File: config.mk
export PLATFORM = sky130hd
export DESIGN_NAME = hcsr04_medidor
export DESIGN_NICKNAME = d
export VERILOG_FILES = /design/src/rtl/hcsr04_medidor.sv
export SDC_FILE = /design/constraint.sdc
export NUM_CORES = 1
export LEC_CHECK = 0
export BUFFER_PORTS_ARGS = -buffer_cell sky130_fd_sc_hd__buf_2
export CORE_ASPECT_RATIO = 1.2
export CORE_UTILIZATION = 42
export CTS_CLUSTER_SIZE = 16
export DETAILED_ROUTE_END_ITERATION = 7
export REMOVE_ABC_BUFFERS = 1
export SYNTH_ARGS = -nofsm -noshare
export SYNTH_HDL_FRONTEND = slang
export SYNTH_SLANG_ARGS = --single-unit
export TNS_END_PERCENT = 30
File: constraint.sdc
create_clock -name clock -period 5.6 [get_ports clock]
set_clock_uncertainty 0.15 [all_clocks]
set_input_delay 1.4 -clock clock [delete_from_list [all_inputs] [get_ports clock]]
set_output_delay 1.4 -clock clock [all_outputs]
set_load 0.01 [all_outputs]
File: src/rtl/hcsr04_medidor.sv
// hcsr04_medidor: HC-SR04 ultrasonic front end for the digital tape measure.
//
// A start request (medir) makes the block fire a trigger pulse to the sensor.
// It then times the echo pulse and converts the echo width into a distance in
// centimetres. The distance is presented as three BCD digits on medida, and
// pronto pulses for one cycle when medida is updated.
//
// The BCD count is rounded half up and saturates at 999.
//
// Optional feature, enabled by defining HCSR04_MEDIDOR_TIMEOUT_EN:
//   A watchdog aborts a measurement when the echo never rises, or when the
//   echo stays high too long. An aborted measurement reports erro for one
//   cycle and sets medida to 999.
// When the macro is undefined:
//   erro is tied low.
//   The block waits indefinitely for the echo.

module hcsr04_medidor #(
    parameter int TRIGGER_CYCLES = 500,
    parameter int CICLOS_POR_CM  = 2941,
    parameter int TIMEOUT_CYCLES = 1_500_000
) (
    input  logic        clock,
    input  logic        reset,
    input  logic        medir,
    input  logic        echo,
    output logic        trigger,
    output logic [11:0] medida,
    output logic        pronto,
    output logic        erro,
    output logic [3:0]  db_estado
);

    typedef enum logic [3:0] {
        INICIAL       = 4'd0,
        PREPARACAO    = 4'd1,
        ENVIA_TRIGGER = 4'd2,
        ESPERA_ECHO   = 4'd3,
        MEDINDO       = 4'd4,
        ARMAZENA      = 4'd5,
        FINAL_MEDIDA  = 4'd6,
        TIMEOUT       = 4'd7
    } estado_t;

    // Counters only ever hold 0 .. N-1, so clog2(N) bits are enough.
    localparam int TW = (TRIGGER_CYCLES > 1) ? $clog2(TRIGGER_CYCLES) : 1;
    localparam int DW = (CICLOS_POR_CM > 1) ? $clog2(CICLOS_POR_CM) : 1;

    localparam logic [TW-1:0] TRIG_ULTIMO = TW'(TRIGGER_CYCLES - 1);
    localparam logic [DW-1:0] DIV_ULTIMO  = DW'(CICLOS_POR_CM - 1);
    localparam logic [DW-1:0] DIV_METADE  = DW'(CICLOS_POR_CM / 2);

`ifdef HCSR04_MEDIDOR_TIMEOUT_EN
    localparam int OW = (TIMEOUT_CYCLES > 1) ? $clog2(TIMEOUT_CYCLES) : 1;
    localparam logic [OW-1:0] TO_ULTIMO = OW'(TIMEOUT_CYCLES - 1);
    logic [OW-1:0] cnt_timeout;
`endif

    estado_t       estado;
    logic [TW-1:0] cnt_trigger;
    logic [DW-1:0] divisor;
    logic [11:0]   bcd;

    logic echo_s1;
    logic echo_s2;
    logic echo_ant;
    logic echo_sobe;
    logic echo_desce;

    // Adds one to a three-digit BCD value, carrying between digits.
    // The value sticks at 999 instead of wrapping around.
    function automatic logic [11:0] bcd_mais_um(input logic [11:0] v);
        logic [11:0] r;
        r = v;
        if (v != 12'h999) begin
            if (v[3:0] != 4'd9) begin
                r[3:0] = v[3:0] + 4'd1;
            end else begin
                r[3:0] = 4'd0;
                if (v[7:4] != 4'd9) begin
                    r[7:4] = v[7:4] + 4'd1;
                end else begin
                    r[7:4]  = 4'd0;
                    r[11:8] = v[11:8] + 4'd1;
                end
            end
        end
        return r;
    endfunction

    // Two-flop synchronizer for the asynchronous echo, plus one delayed copy
    // that is used for edge detection.
    always_ff @(posedge clock or posedge reset) begin
        if (reset) begin
            echo_s1  <= 1'b0;
            echo_s2  <= 1'b0;
            echo_ant <= 1'b0;
        end else begin
            echo_s1  <= echo;
            echo_s2  <= echo_s1;
            echo_ant <= echo_s2;
        end
    end

    assign echo_sobe  = echo_s2 & ~echo_ant;
    assign echo_desce = ~echo_s2 & echo_ant;
    assign db_estado  = estado;

`ifndef HCSR04_MEDIDOR_TIMEOUT_EN
    assign erro = 1'b0;
`endif

    // Measurement sequencer.
    // Every output is registered: pronto and erro are high only during the
    // single cycle spent in final_medida and timeout, respectively.
    always_ff @(posedge clock or posedge reset) begin
        if (reset) begin
            estado      <= INICIAL;
            trigger     <= 1'b0;
            pronto      <= 1'b0;
            medida      <= 12'h000;
            cnt_trigger <= '0;
            divisor     <= '0;
            bcd         <= 12'h000;
`ifdef HCSR04_MEDIDOR_TIMEOUT_EN
            erro        <= 1'b0;
            cnt_timeout <= '0;
`endif
        end else begin
            pronto <= 1'b0;
`ifdef HCSR04_MEDIDOR_TIMEOUT_EN
            erro   <= 1'b0;
`endif
            case (estado)
                INICIAL: begin
                    if (medir) begin
                        estado <= PREPARACAO;
                    end
                end

                PREPARACAO: begin
                    cnt_trigger <= '0;
                    divisor     <= '0;
                    bcd         <= 12'h000;
                    trigger     <= 1'b1;
                    estado      <= ENVIA_TRIGGER;
                end

                ENVIA_TRIGGER: begin
                    if (cnt_trigger == TRIG_ULTIMO) begin
                        trigger <= 1'b0;
                        estado  <= ESPERA_ECHO;
`ifdef HCSR04_MEDIDOR_TIMEOUT_EN
                        cnt_timeout <= '0;
`endif
                    end else begin
                        cnt_trigger <= cnt_trigger + 1'b1;
                    end
                end

                ESPERA_ECHO: begin
                    if (echo_sobe) begin
                        divisor <= '0;
                        bcd     <= 12'h000;
                        estado  <= MEDINDO;
`ifdef HCSR04_MEDIDOR_TIMEOUT_EN
                        cnt_timeout <= '0;
                    end else if (cnt_timeout == TO_ULTIMO) begin
                        erro   <= 1'b1;
                        medida <= 12'h999;
                        estado <= TIMEOUT;
                    end else begin
                        cnt_timeout <= cnt_timeout + 1'b1;
`endif
                    end
                end

                MEDINDO: begin
                    // The cycle in which the fall is seen still counts.
                    // This makes the count equal the echo width in clock cycles.
                    if (divisor == DIV_ULTIMO) begin
                        divisor <= '0;
                        bcd     <= bcd_mais_um(bcd);
                    end else begin
                        divisor <= divisor + 1'b1;
                    end
                    if (echo_desce) begin
                        estado <= ARMAZENA;
`ifdef HCSR04_MEDIDOR_TIMEOUT_EN
                    end else if (cnt_timeout == TO_ULTIMO) begin
                        erro   <= 1'b1;
                        medida <= 12'h999;
                        estado <= TIMEOUT;
                    end else begin
                        cnt_timeout <= cnt_timeout + 1'b1;
`endif
                    end
                end

                ARMAZENA: begin
                    medida <= (divisor >= DIV_METADE) ? bcd_mais_um(bcd) : bcd;
                    pronto <= 1'b1;
                    estado <= FINAL_MEDIDA;
                end

                FINAL_MEDIDA: begin
                    estado <= INICIAL;
                end

                default: begin
                    estado <= INICIAL;
                end
            endcase
        end
    end

endmodule
==> results.sh, run 1 <==
export IMPL_outcome="finished clean"
export IMPL_cts_root_buf="clkbuf_8"
export IMPL_syn_to_final_growth_pct=7.441
export IMPL_fin_nets=331
export IMPL_r2r_end="medida[8]"
export IMPL_grt_pass1_vias=1989
export IMPL_r2r_cells=5
export IMPL_clock_fmax_mhz=388.7
export IMPL_reg2reg_slack_ns=3.14
export IMPL_ys_flop_type="dfrtp_1"
export IMPL_ys_ff_latch=53
export IMPL_setup_viol=0
export IMPL_powerDensity_nw_per_um2=193.5
export IMPL_grtUsageTotal_pct=17.13
export IMPL_ctsHoldBuffers=0
export IMPL_seq_area_frac_synth_pct=45.59
export IMPL_synth_warnings=0
export IMPL_vdd_ir_drop_max_mv=0.1217
export IMPL_drt_iter0_drc=104
export IMPL_die_area_um2=7265
export IMPL_synthTopCellsByCount="dfrtp_1 (53), nor2_1 (30), nand2_1 (28)"
export IMPL_hold_viol_final=0
export IMPL_grt_overflow=0
export IMPL_vias=2250
export IMPL_numCtsBuffers=5
export IMPL_rsz0062_at_grt="no"
export IMPL_final_max_slew_viol_count=0
export IMPL_crit_start="db_estado[2]"
export IMPL_critPathBufInv=1
export IMPL_slew_headroom_pct=31.77
export IMPL_critPathTopFamily="flip-flops"
export IMPL_post_synth_top_count_cell="dfrtp_1"
export IMPL_cts_resized=0
export IMPL_utilization_pct=47.60
export IMPL_crit_slowest_cell="dfrtp_1"
export IMPL_syn_avg_cell_area_um2=9.414
export IMPL_synth_edf_count=0
export IMPL_drive_above_1_share_pct=13.04
export IMPL_num_io_pins=23
export IMPL_cts_setup_buffers=0
export IMPL_clk_latency_ns=0.30
export IMPL_cts_max_level=2
export IMPL_worstHoldPathType="reg2reg"
export IMPL_postSynthCellCount=309
export IMPL_antenna_found_initial=0
export IMPL_hold_path_end="echo_s2"
export IMPL_placed_cells=399
export IMPL_post_synth_num_cell_types=58
export IMPL_start_util_pct=44.30
export IMPL_drcViolationCount=0
export IMPL_syn_area_um2=2909
export IMPL_coreArea_um2=6566
export IMPL_crit_fanout=11
export IMPL_drt_pass1_iter_count=4
export IMPL_worst_pin_slew_ns=1.010
export IMPL_critPathKind="reg2out"
export IMPL_post_dp_hpwl_um=4167
export IMPL_cp_cell_sequence="buf_2"
export IMPL_whs_path_depth=0
export IMPL_grt_pass1_wl_um=9784
export IMPL_drtAntennaViolNets=0
export IMPL_cap_violations=0
export IMPL_worst_path_largest_cell_delay_ns=0.52
export IMPL_setup_tns_ns=0
export IMPL_path_clk_slew_ns=0.09
export IMPL_period_minus_slack_ns=2.573
export IMPL_finalCritPeriodShare_pct=45.95
export IMPL_worstHoldStart="echo_s1"
export IMPL_power_leakage_nw=1.405
export IMPL_arrival_ns=1.02
export IMPL_n_antenna_cell=0
export IMPL_port_buffers=20
export IMPL_fp_row_count=32
export IMPL_wire_per_inst_um=14.57
export IMPL_clockBufferDepth=2
export IMPL_fp_dieW_um=77.98
export IMPL_avgViaCountPerCell=5.528
export IMPL_gp_congestion=0.7883
export IMPL_grt_max_degree=54
export IMPL_synthArstFlopShare_pct=100.0
export IMPL_die_h_um=93.17
export IMPL_synth_top_cell_area_share_pct=45.59
export IMPL_cp_end_kind="primary output"
export IMPL_crit_required_ns=4.05
export IMPL_clock_sinks=53
export IMPL_synth_area_leader_cell="dfrtp_1"
export IMPL_synthTopCellsByArea="dfrtp_1 (46%), nor2_1 (3.9%), nand2_1 (3.6%)"
export IMPL_rr_startpoint="bcd[0]"
export IMPL_drt_wl_total_um=5930
export IMPL_cts_tree="built"
export IMPL_stdcell_count=407
export IMPL_start_kind="register"
==> registers in the layout, indices dropped and copies added, names as in the netlist <==
register	flops
db_estado	3
trigger	1
echo_ant	1
echo_s2	1
bcd	12
pronto	1
echo_s1	1
cnt_trigger	9
divisor	12
medida	12
==> placed cells by master, fill, tap and decap left out, types with 9 or more instances in the layout <==
cell type   n
a21oi_1    14
buf_2      20
dfrtp_1    53
nand2_1    28
nand3_1    19
nor2_1     30
o21ai_0     9
o21ai_1    13
xor2_1     10
==> worst max path at each step <==
stage | endpoint | slack [ns] | depth (start not counted)
floorplan | bcd[0] | 2.76 | 1
global placement | bcd[5] | 3.19 | 5
detailed placement | medida[8] | 3.16 | 5
CTS | db_estado[2] | 3.02 | 1
global route | bcd[5] | 2.94 | 5
finish | db_estado[2] | 3.03 | 1
==> metrics by stage <==
stage | area, um2 | total power, mW | hold slack, ns | setup WS [ns]
5_1_grt | 3126 | 0.6294 | 0.2239 | 2.943
4_1_cts | 3126 | 0.6144 | 0.2085 | 3.023
3_3_place_gp | 3042 | 0.4025 | 0.1823 | 3.190
6_report | 3126 | 0.6048 | 0.2044 | 3.027
3_5_place_dp | 3042 | 0.4026 | 0.1865 | 3.161
2_1_floorplan | 2828 | 0.3983 | 0.1812 | 2.764
==> power breakdown <==
part	internal [mW]	total (mW)	switching [mW]
Sequential	0.383	0.384	0.000589
Combinational	0.00152	0.0102	0.00872
Clock	0.0888	0.211	0.122
Total	0.474	0.605	0.131
==> layout make-up <==
type / instances / area [um2]
inverters: 10 / 37.54
well taps: 85 / 106.4
clock inverters: 1 / 7.507
multi-input cells: 230 / 1464
fillers: 626 / 3441
clock buffers: 7 / 76.32
flip-flops and latches: 53 / 1326
repair buffers: 21 / 107.6
==> layer usage <==
| metal | up-vias | GRT usage (%) | share of wire (%) |
|---|---|---|---|
| li1 | 1132 | - | - |
| met3 | 6 | 2.634 | 3.0 |
| met4 | 0 | 5.556 | 1.3 |
| met2 | 32 | 27.95 | 46 |
| met5 | - | 0 | 0 |
| met1 | 1080 | 23.28 | 50 |
==> logic make-up (layout without fill, tap and decap cells) <==
logic type      after synthesis  count (layout)  share of synthesized area (%)
compound gates               74              74                          17.16
xor+xnor                     16              16                          4.817
fa+ha+maj                     6               6                          2.581
buf+inv                      27              39                          4.215
flops                        53              53                          45.59
mux                           9               9                          3.226
other cells                   1               2                         0.1289
simple gates                123             123                          22.28
Power figures use the tool's default switching activity.
==> run 2, diff against run 1 <==
==> constraint.sdc (replaced) <==
create_clock -name clock -period 2.55 [get_ports clock]
set_clock_uncertainty 0.15 [all_clocks]
set_input_delay 0.6375 -clock clock [delete_from_list [all_inputs] [get_ports clock]]
set_output_delay 0.6375 -clock clock [all_outputs]
set_load 0.01 [all_outputs]
==> run 2 against run 1 <==
Power rose by 130%. Worst hold slack worse by 0.022 ns. Critical path depth grew 6. Via count increased by 0.93%. Critical path type is now reg2reg. Critical endpoint is now bcd[5].
==> results.sh, run 2 (synthesis gave the netlist of run 1 again) <==
export IMPL_die_h_um=93.17
export IMPL_hold_slack_ns=0.1828
export IMPL_setup_tns_ns=0
export IMPL_worst_pin_slew_ns=0.5838
export IMPL_power_leakage_nw=1.445
export IMPL_outcome="finished clean"
export IMPL_grtUsageTotal_pct=17.92
export IMPL_numCtsBuffers=5
export IMPL_coreArea_um2=6566
export IMPL_drive_above_1_share_pct=14.98
export IMPL_layout_common_cells="dfrtp_1 (53), nor2_1 (30), nand2_1 (28)"
export IMPL_syn_to_final_growth_pct=9.591
export IMPL_r2r_cells=7
export IMPL_worstHoldPathType="in2async"
export IMPL_num_io_pins=23
export IMPL_drcViolationCount=0
export IMPL_vias=2271
export IMPL_finalCritPeriodShare_pct=83.31
export IMPL_wire_per_inst_um=14.42
export IMPL_port_buffers=20
export IMPL_seq_area_um2=1326
export IMPL_place_area_um2=3092
export IMPL_drt_wl_total_um=5942
export IMPL_grt_pass1_wl_um=10370
export IMPL_arrival_ns=2.23
export IMPL_post_dp_hpwl_um=4368
export IMPL_clockBufferDepth=2
export IMPL_path_clk_slew_ns=0.10
export IMPL_cp_end_kind="register"
export IMPL_die_area_um2=7265
export IMPL_slew_headroom_pct=60.94
export IMPL_gp_congestion=0.8036
export IMPL_fp_row_count=32
export IMPL_grt_pass1_vias=2188
export IMPL_placed_cells=404
export IMPL_clk_latency_ns=0.31
export IMPL_largest_registers="bcd x12, divisor x12, medida x12"
export IMPL_drt_iter0_drc=162
export IMPL_crit_fanout=8
export IMPL_drt_pass1_iter_count=4
export IMPL_stdcell_count=412
export IMPL_design_area_um2=3188
export IMPL_cap_violations=0
export IMPL_powerDensity_nw_per_um2=429.7
export IMPL_cts_setup_buffers=0
export IMPL_grt_overflow=0
export IMPL_final_max_slew_viol_count=0
export IMPL_multi_input_area_um2=1464
export IMPL_fin_nets=336
export IMPL_cts_tree="built"
export IMPL_start_kind="register"
export IMPL_mostFrequentLayoutCell="dfrtp_1"
export IMPL_cts_root_buf="clkbuf_8"
export IMPL_ctsHoldBuffers=0
export IMPL_crit_required_ns=2.65
export IMPL_rsz0062_at_grt="no"
export IMPL_power_mw=1.370
export IMPL_start_util_pct=44.30
export IMPL_num_fill_cells=623
export IMPL_fp_dieW_um=77.98
export IMPL_vdd_ir_drop_max_mv=0.2151
export IMPL_antenna_found_initial=0
export IMPL_setup_viol=0
export IMPL_cts_resized=0
export IMPL_period_minus_slack_ns=2.124
export IMPL_drtAntennaViolNets=0
export IMPL_cts_max_level=2
export IMPL_clock_sinks=53
export IMPL_clock_fmax_mhz=470.7
export IMPL_avgViaCountPerCell=5.512
export IMPL_n_antenna_cell=0
export IMPL_hold_viol_final=0
export IMPL_grt_max_degree=34
export IMPL_critPathKind="reg2reg"
[run 2: cell count changes in the layout (fill, tap and decap cells not counted)]
cell        delta
buf_12         +1
buf_4          +4
clkinv_4       +1
clkbuf_1       -2
clkinvlp_4     -1
clkbuf_8       +1
clkinv_2       +1
[run 2: worst max-delay path, cell delays in order (launching register included)]
cell and delay (ns):
dfrtp_1 0.40, inv_1 0.12, ha_1 0.15, nor2b_1 0.14, nand4_1 0.26, nor2_1 0.54
a21o_1 0.19, a22o_1 0.13
[run 2: per-layer routing]
layer,routed length [um],track usage [%],share of wire (%),up-vias
met4,84,5.401,1.4,0
met2,2806,29.79,47,58
met5,0,0,0,-
li1,-,-,-,1139
met1,2830,23.93,48,1067
met3,220,3.024,3.7,7
[run 2: layout make-up]
class                           count  share of cell area, %
Timing Repair Buffer               26                  4.945
Clock buffer                        6                  2.590
Inverter                           10                  1.177
Multi-Input combinational cell    230                  45.92
Tap cell                           85                  3.336
Sequential cell                    53                  41.60
Clock inverter                      2                 0.4317
[run 2: path summary, 6_finish.rpt]
check	slack (ns)	endpoint	from
min reg2reg	0.20	echo_s2	echo_s1
max in group asynchronous	1.52	divisor[0]	reset
max reg2reg	0.43	bcd[5]	divisor[0]
max	0.43	bcd[5]	divisor[0]
min	0.18	cnt_trigger[6]	reset
min in group clock	0.20	echo_s2	echo_s1
[run 2: power by group]
group / internal [mW] / total, mW / leakage [nW] / switching, mW
logic: 0.00545 / 0.0249 / 0.680 / 0.0195
registers: 0.842 / 0.843 / 0.714 / 0.00129
clock network: 0.221 / 0.502 / 0.0512 / 0.281
total: 1.07 / 1.37 / 1.45 / 0.302
[run 2: through the flow]
| step | worst slack, ns | utilization [%] |
|---|---|---|
| global placement | 0.4467 | 47.08 |
| global route | 0.2851 | 48.55 |
| CTS | 0.4319 | 48.55 |
| floorplan | 0.4503 | - |
| detailed placement | 0.4395 | 47.08 |
| finish | 0.4256 | 48.55 |
